## config.mk

```make
export PLATFORM = sky130hd
export DESIGN_NAME = pdp1_sbs_multi
export DESIGN_NICKNAME = d
export VERILOG_FILES = /design/src/rtl/pdp1_sbs_multi.sv
export SDC_FILE = /design/constraint.sdc
export NUM_CORES = 1
export LEC_CHECK = 0
export CELL_PAD_IN_SITES_DETAIL_PLACEMENT = 0
export CELL_PAD_IN_SITES_GLOBAL_PLACEMENT = 1
export CORE_ASPECT_RATIO = 1.2
export CORE_UTILIZATION = 42
export DETAILED_ROUTE_END_ITERATION = 10
export GPL_ROUTABILITY_DRIVEN = 0
export GPL_TIMING_DRIVEN = 0
export PLACE_DENSITY_LB_ADDON = 0.05
export RECOVER_POWER = 100
export SETUP_SLACK_MARGIN = 0.3
export SLEW_MARGIN = 20
export SYNTH_ARGS = -nofsm -noshare
export SYNTH_HDL_FRONTEND = slang
export SYNTH_SLANG_ARGS = --single-unit
```

## constraint.sdc

```tcl
create_clock -name i_clk -period 4.41 [get_ports i_clk]
set_clock_uncertainty 0.2 [all_clocks]
set_input_delay 0.882 -clock i_clk [delete_from_list [all_inputs] [get_ports i_clk]]
set_output_delay 0.882 -clock i_clk [all_outputs]
set_load 0.005 [all_outputs]
```

## src/rtl/pdp1_sbs_multi.sv

```systemverilog
`default_nettype none
// ============================================================================
// Module   : pdp1_sbs_multi
// Brief    : Multi-channel sequence-break (priority interrupt) controller for
//            the PDP-1 core. Latches device break strobes, qualifies them
//            against per-channel arm bits, a global enable and nesting
//            priority (channel 0 highest), and hands one channel at a time to
//            the CPU break sequencer.
// Revision : 1.0 - initial release
// ============================================================================
module pdp1_sbs_multi #(
  parameter int CHANNELS = 16,
  parameter int CHW      = 4
) (
  input  logic                i_clk,
  input  logic                i_rst,
  input  logic                pb_att,
  input  logic [0:10]         pb_op,
  input  logic [0:CHW-1]      pb_chan,
  input  logic [0:CHANNELS-1] tr_req,
  output logic                sb_ireq,
  output logic [0:CHW-1]      sb_chan,
  input  logic                sb_ack,
  input  logic                sb_ret,
  output logic [0:CHANNELS]   pb_sqb
);

  localparam logic        C_ST_IDLE = 1'b0;
  localparam logic        C_ST_REQ  = 1'b1;

  localparam logic [0:10] C_OP_DSC  = 11'o0050;
  localparam logic [0:10] C_OP_ASC  = 11'o0051;
  localparam logic [0:10] C_OP_ISB  = 11'o0052;
  localparam logic [0:10] C_OP_CAC  = 11'o0053;
  localparam logic [0:10] C_OP_LSM  = 11'o0054;
  localparam logic [0:10] C_OP_ESM  = 11'o0055;
  localparam logic [0:10] C_OP_CBS  = 11'o0056;

  logic                state_q, state_d;
  logic                en_q, en_d;
  logic [0:CHANNELS-1] arm_q, arm_d;
  logic [0:CHANNELS-1] req_q, req_d;
  logic [0:CHANNELS-1] act_q, act_d;
  logic [0:CHANNELS-1] trd_q, trd_d;
  logic                sb_ireq_q, sb_ireq_d;
  logic [0:CHW-1]      sb_chan_q, sb_chan_d;

  logic [0:CHANNELS-1] w_edge;
  logic [0:CHANNELS-1] w_elig;
  logic                w_win_vld;
  logic [0:CHW-1]      w_win_chan;
  logic                w_cur_elig;
  logic                w_ack_take;

  // State register: all flops, synchronous active-high reset.
  always_ff @(posedge i_clk) begin
    if (i_rst) begin
      state_q   <= C_ST_IDLE;
      en_q      <= 1'b0;
      arm_q     <= '0;
      req_q     <= '0;
      act_q     <= '0;
      trd_q     <= '0;
      sb_ireq_q <= 1'b0;
      sb_chan_q <= '0;
    end else begin
      state_q   <= state_d;
      en_q      <= en_d;
      arm_q     <= arm_d;
      req_q     <= req_d;
      act_q     <= act_d;
      trd_q     <= trd_d;
      sb_ireq_q <= sb_ireq_d;
      sb_chan_q <= sb_chan_d;
    end
  end

  // Eligibility from pre-IOT register values; a channel is blocked by any
  // in-service channel of equal or higher priority. Lowest eligible wins.
  always_comb begin : p_elig
    logic blk;
    blk        = 1'b0;
    w_edge     = tr_req & ~trd_q;
    w_elig     = '0;
    w_win_vld  = 1'b0;
    w_win_chan = '0;
    w_cur_elig = 1'b0;
    for (int i = 0; i < CHANNELS; i++) begin
      blk       = blk | act_q[i];
      w_elig[i] = req_q[i] & arm_q[i] & en_q & ~blk;
    end
    for (int i = CHANNELS - 1; i >= 0; i--) begin
      if (w_elig[i]) begin
        w_win_vld  = 1'b1;
        w_win_chan = CHW'(i);
      end
    end
    for (int i = 0; i < CHANNELS; i++) begin
      if (sb_chan_q == CHW'(i)) begin
        w_cur_elig = w_elig[i];
      end
    end
  end

  // Channel state update: return, then ack, then IOT, then device edges
  // (an edge always wins for that channel's req bit).
  always_comb begin : p_chan
    logic found;
    found      = 1'b0;
    en_d       = en_q;
    arm_d      = arm_q;
    req_d      = req_q;
    act_d      = act_q;
    trd_d      = tr_req;
    w_ack_take = (state_q == C_ST_REQ) & sb_ack;

    if (sb_ret) begin
      for (int i = 0; i < CHANNELS; i++) begin
        if (act_q[i] && !found) begin
          act_d[i] = 1'b0;
          found    = 1'b1;
        end
      end
    end

    if (w_ack_take) begin
      for (int i = 0; i < CHANNELS; i++) begin
        if (sb_chan_q == CHW'(i)) begin
          act_d[i] = 1'b1;
          req_d[i] = 1'b0;
        end
      end
    end

    // Out-of-range channel operands match no loop index and are ignored.
    if (pb_att) begin
      case (pb_op)
        C_OP_ESM: en_d = 1'b1;
        C_OP_LSM: en_d = 1'b0;
        C_OP_CAC: arm_d = '0;
        C_OP_CBS: begin
          req_d = '0;
          act_d = '0;
        end
        C_OP_DSC, C_OP_ASC, C_OP_ISB: begin
          for (int i = 0; i < CHANNELS; i++) begin
            if (pb_chan == CHW'(i)) begin
              if (pb_op == C_OP_DSC) arm_d[i] = 1'b0;
              if (pb_op == C_OP_ASC) arm_d[i] = 1'b1;
              if (pb_op == C_OP_ISB) req_d[i] = 1'b1;
            end
          end
        end
        default: ;
      endcase
    end

    req_d = req_d | w_edge;
  end

  // Next-state logic: request on a winner, leave REQ on ack or withdrawal.
  always_comb begin
    state_d = state_q;
    case (state_q)
      C_ST_IDLE: if (w_win_vld) state_d = C_ST_REQ;
      C_ST_REQ:  if (sb_ack || !w_cur_elig) state_d = C_ST_IDLE;
      default:   state_d = C_ST_IDLE;
    endcase
  end

  // Output logic: registered request/channel; IDLE forces a low cycle.
  always_comb begin
    sb_ireq_d = 1'b0;
    sb_chan_d = sb_chan_q;
    case (state_q)
      C_ST_IDLE: begin
        if (w_win_vld) begin
          sb_ireq_d = 1'b1;
          sb_chan_d = w_win_chan;
        end
      end
      C_ST_REQ:  sb_ireq_d = ~sb_ack & w_cur_elig;
      default:   ;
    endcase
  end

  assign sb_ireq = sb_ireq_q;
  assign sb_chan = sb_chan_q;
  assign pb_sqb  = {en_q, act_q};

endmodule
`default_nettype wire

```

### Word-level counts from Yosys, hierarchy flattened

Index checks and enable logic that the tools add are counted.

* eq/ne operators: 54
* mux-type cells: 188
* bitwise logic cells: 86
* reductions and logical operators: 55

Operator list (count)
* $mux 1: 161
* $mux 16: 6
* $eq 11x6->1 const B: 7
* $eq 4x4->1 const B: 16
* $mux 4: 16
* $pmux 16 s2: 2
* $reduce_and 4->1: 16
* $and 1x1->1: 50
* $eq 4x3->1 const B: 8
* $ne 2x2->1 const B: 16
* $not 1->1: 18
* $and 16x16->16: 1
* $eq 4x2->1 const B: 4
* $logic_not 1->1: 16
* $not 16->16: 1
* $or 16x16->16: 1
* $logic_and 1x1->1: 15
* $or 1x1->1: 15
* $eq 4x1->1 const B: 2
* $logic_not 4->1: 2
* $pmux 1 s2: 3
* $reduce_and 2->1: 2
* $reduce_bool 2->1: 2
* $ne 3x3->1 const B: 1
* other kinds (2): 2

* flip-flop bits (word level): 71
* input port bits: 36
* output and inout bits: 22
* word-level logic and storage cells: 406

### Logic depth before layout (Yosys ltp)

Gate-level depths: netlist (run 1).

* depth in word-level cells: 66
* mapped depth: 7

### Worst setup path after synthesis (run 1)

OpenSTA, ideal clock, no wires.

* path kind: input to register
* start point: input port pb_op[6] (netlist bit)
* end point: register arm_q[10] (netlist bit)
* setup time: 0.132 ns
* arrival: 2.650 ns
* required time: 4.078 ns
* setup slack: 1.427 ns
* stages: 7
* path buffers: 1
* path through: or4b_1 -> nor4_2 -> nand2_1 -> or3_1 -> clkbuf_1 -> o21ai_0 -> a21oi_1

* cells in the longest elaborated chain, start to end: 4

RTL lines
* start, declared: line 18 `input logic [0:10] pb_op,`
* $eq 11x6->1, on equally long branches: line 137, 148, 149
* $reduce_or 3->1 / $mux 1 (equally long branches): line 137, 149
* $ne 3x3->1 (no line), or another cell as far along
* $reduce_and 4->1 (no line) / $pmux 16 s2 (equally long branches)
* end signal, assigned: line 69 `arm_q <= arm_d;`
* end, declared: line 41 `logic [0:CHANNELS-1] arm_q, arm_d;`

Parallel ways exist; a longest one is shown, timed or not. The select of a mux whose other input is x is not followed.
A chain may end at the register's enable or synchronous reset.

### Worst setup path after layout (run 1)

Ends and elaborated chain as after synthesis.

==> results of run 1 <==
==> layer usage <==
layer,vias up,GRT usage,share of wire
met5,-,0,0
li1,1777,-,-
met1,1701,0.332,0.44
met4,0,0.151,0.042
met2,118,0.468,0.48
met3,32,0.0368,0.042
==> metrics by stage <==
step           hold slack (ns)  utilization
6_report                 0.262        0.549
3_3_place_gp             0.239        0.522
3_5_place_dp             0.249        0.522
5_1_grt                  0.280        0.549
4_1_cts                  0.263        0.550
2_1_floorplan            0.236            -
==> final timing paths <==
check                             endpoint  cells after the start
worst max register to register  sb_chan[3]                      7
worst max-delay path             arm_q[10]                      7
worst min-delay path              req_q[7]                      2
worst min register to register    req_q[7]                      2
==> final cells by class <==
class	count	area, sq um	share of cell area
Inverter	21	78.8	0.0176
Timing Repair Buffer	57	571	0.128
Multi-Input combinational cell	332	1940	0.434
Sequential cell	70	1400	0.313
Tap cell	114	143	0.0319
Clock inverter	7	104	0.0232
Buffer	26	113	0.0252
Clock buffer	9	124	0.0277
==> tightest hold or removal path: stages (launching register included) <==
cell and delay [ns]:
dfxtp_1 0.30, inv_1 0.04, o2bb2ai_1 0.09
==> power by group through the flow <==
| stage | combinational [uW] | sequential (uW) | clock [uW] |
|---|---|---|---|
| after floorplan | 50.4 | 675 | 0 |
| after global placement | 102 | 677 | 0 |
| after detailed placement | 104 | 678 | 0 |
| after CTS | 105 | 663 | 616 |
| after global routing | 113 | 665 | 643 |
| final | 103 | 663 | 608 |
==> registers in the layout (all words and copies together) (netlist names) <==
register  count
act_q        16
arm_q        16
en_q          1
req_q        16
sb_chan       4
state_q       1
trd_q        16
==> kinds of logic (layout without fill, tap and decap cells) <==
family,Yosys count,after routing,synth area share
buffers and inverters,47,120,0.0540
DFF,70,70,0.395
and+or+nand+nor,183,183,0.284
AOI/OAI and AO/OA,146,146,0.258
muxes,3,3,0.00847
==> synth_stat cells, drive strengths merged (7+ instances only) <==
| cell type | instances |
|---|---|
| clkbuf | 21 |
| a21oi | 56 |
| nand3 | 20 |
| inv | 20 |
| o2bb2ai | 16 |
| nor2 | 22 |
| nor4 | 8 |
| o21ai | 31 |
| nand2 | 47 |
| dfxtp | 70 |
| a22oi | 16 |
| nor3 | 14 |
| or3 | 7 |
| nor2b | 23 |
==> out/results.ini, run 1 <==
[synthesis]
synthDistinctLibCells=58
syn_area_per_cell_sq_um=7.90
synth-seq-area-share=0.395
yosys_warnings=0
synth_top_area_cell=dfxtp_1
syn_area_sq_mm=0.00355
async_flop_share=0
syn-num-nets=485
synthCells=449
ys.flop_type=dfxtp_1
ys_ff_latch=70
synth_top_area_share=0.395
synth_edf_count=0
synth_area_leaders=dfxtp_1 (40%), a21oi_1 (7.9%), nand2_1 (5.0%)

[pwr]
ir_drop_mv=0.242
switching_power_uw=343
fin_total_pwr_uw=1370
pwr-share-comb=0.075
pwr-share-seq=0.482
power_density_mw_per_mm2=307
leakagePower_uw=0.00166
p_int_uw=1030
p_sw_frac=0.249
p_clk_frac=0.443

[min_path]
holdCritPathClass=reg2reg
min_from=trd_q[7]

[critical_path]
end_kind=flop
cpLargestDelayFamily=simple AND/OR/NAND/NOR gates
path_cells=dlygate4sd3_1 -> or4b_1 -> nor4_1 -> nand4_1 -> nor3b_1 -> nand2_1 -> a21oi_1
slowest_delay_ns=0.72
crit_start=pb_op[6]
arrival_ns=4.02
crit_path_start_kind=primary input
r2r-start=en_q
reg2reg_slack_ns=1.27
path_max_fanout=5
critical_path_class=in2reg
path_buf_inv=1
cp_slowest_cell=nor4_1
cp_data_required_time_ns=4.50

[flow_run]
maxCapViolCount=0

[route]
wl_per_cell_microns=17.9
via_per_inst=5.70
finalWirelength_microns=11400
remaining_drc_errors=0
antenna_left=0
drt_iter0_markers=221
drt_pass1_iterations=5
vias=3628

[die]
core_sq_mm=0.00815
rows=36
io_pins=58
die_w_microns=85.9
die_y_microns=103
initial_core_util=0.435
die_area_sq_mm=0.00882

[sta]
finalCritPeriodShare=0.891
setup_viol=0
tightest_slew_ns=0.886
clock.fmax_mhz=255
finalMaxSlewViolations=0
setup_ws_ns=0.481
finalCriticalPeriod_ns=3.93
fin_setup_tns_ns=0
rsz0062_at_grt=no
max_slew_margin=0.394
finalHoldViolCount=0

[global_routing]
grt_remaining_overflow=0
grt_max_degree=15
grt_pass1_wl_microns=17900
grt_pass1_vias=3356
grt_usage=0.273
antenna_found_initial=0

[layout]
diodes=0
layout_commonest_cell=dfxtp_1
fillCellCount=790
area_growth_pct=26.2
instances_no_fill=636
drive_gt1_frac=0.0536
mostFrequentLayoutCells=dfxtp_1 (70), a21oi_1 (56), nand2_1 (47)
finalNetCount=553
post-route-cell-area_sq_mm=0.00447

[clock_network]
cts.repair.resized=0
clock_sinks=70
clk_pin_slew_worst_paths_ns=0.09
post_cts_buffers=0
numCtsBuffers=9
tritoncts=yes
cts-root-buf=clkbuf_8
hold_buffers=0
clk_path_buf_depth=2
clk_latency_ns=0.36
cts-htree-levels=3

[placement]
detailed_place_hpwl_microns=8670
io_buffers=57
pre_cts_ws_ns=0.517
placed_area_sq_mm=0.00426
post-place-cells=620

[status]
status=finished clean

(Power assumes the default switching activity.)
==> run 2, diff against run 1 <==
ABC_CLOCK_PERIOD_IN_PS = 4410   (was default)
==> results of run 2 <==
Final layout, timing and power as in run 1 (identical DEF).
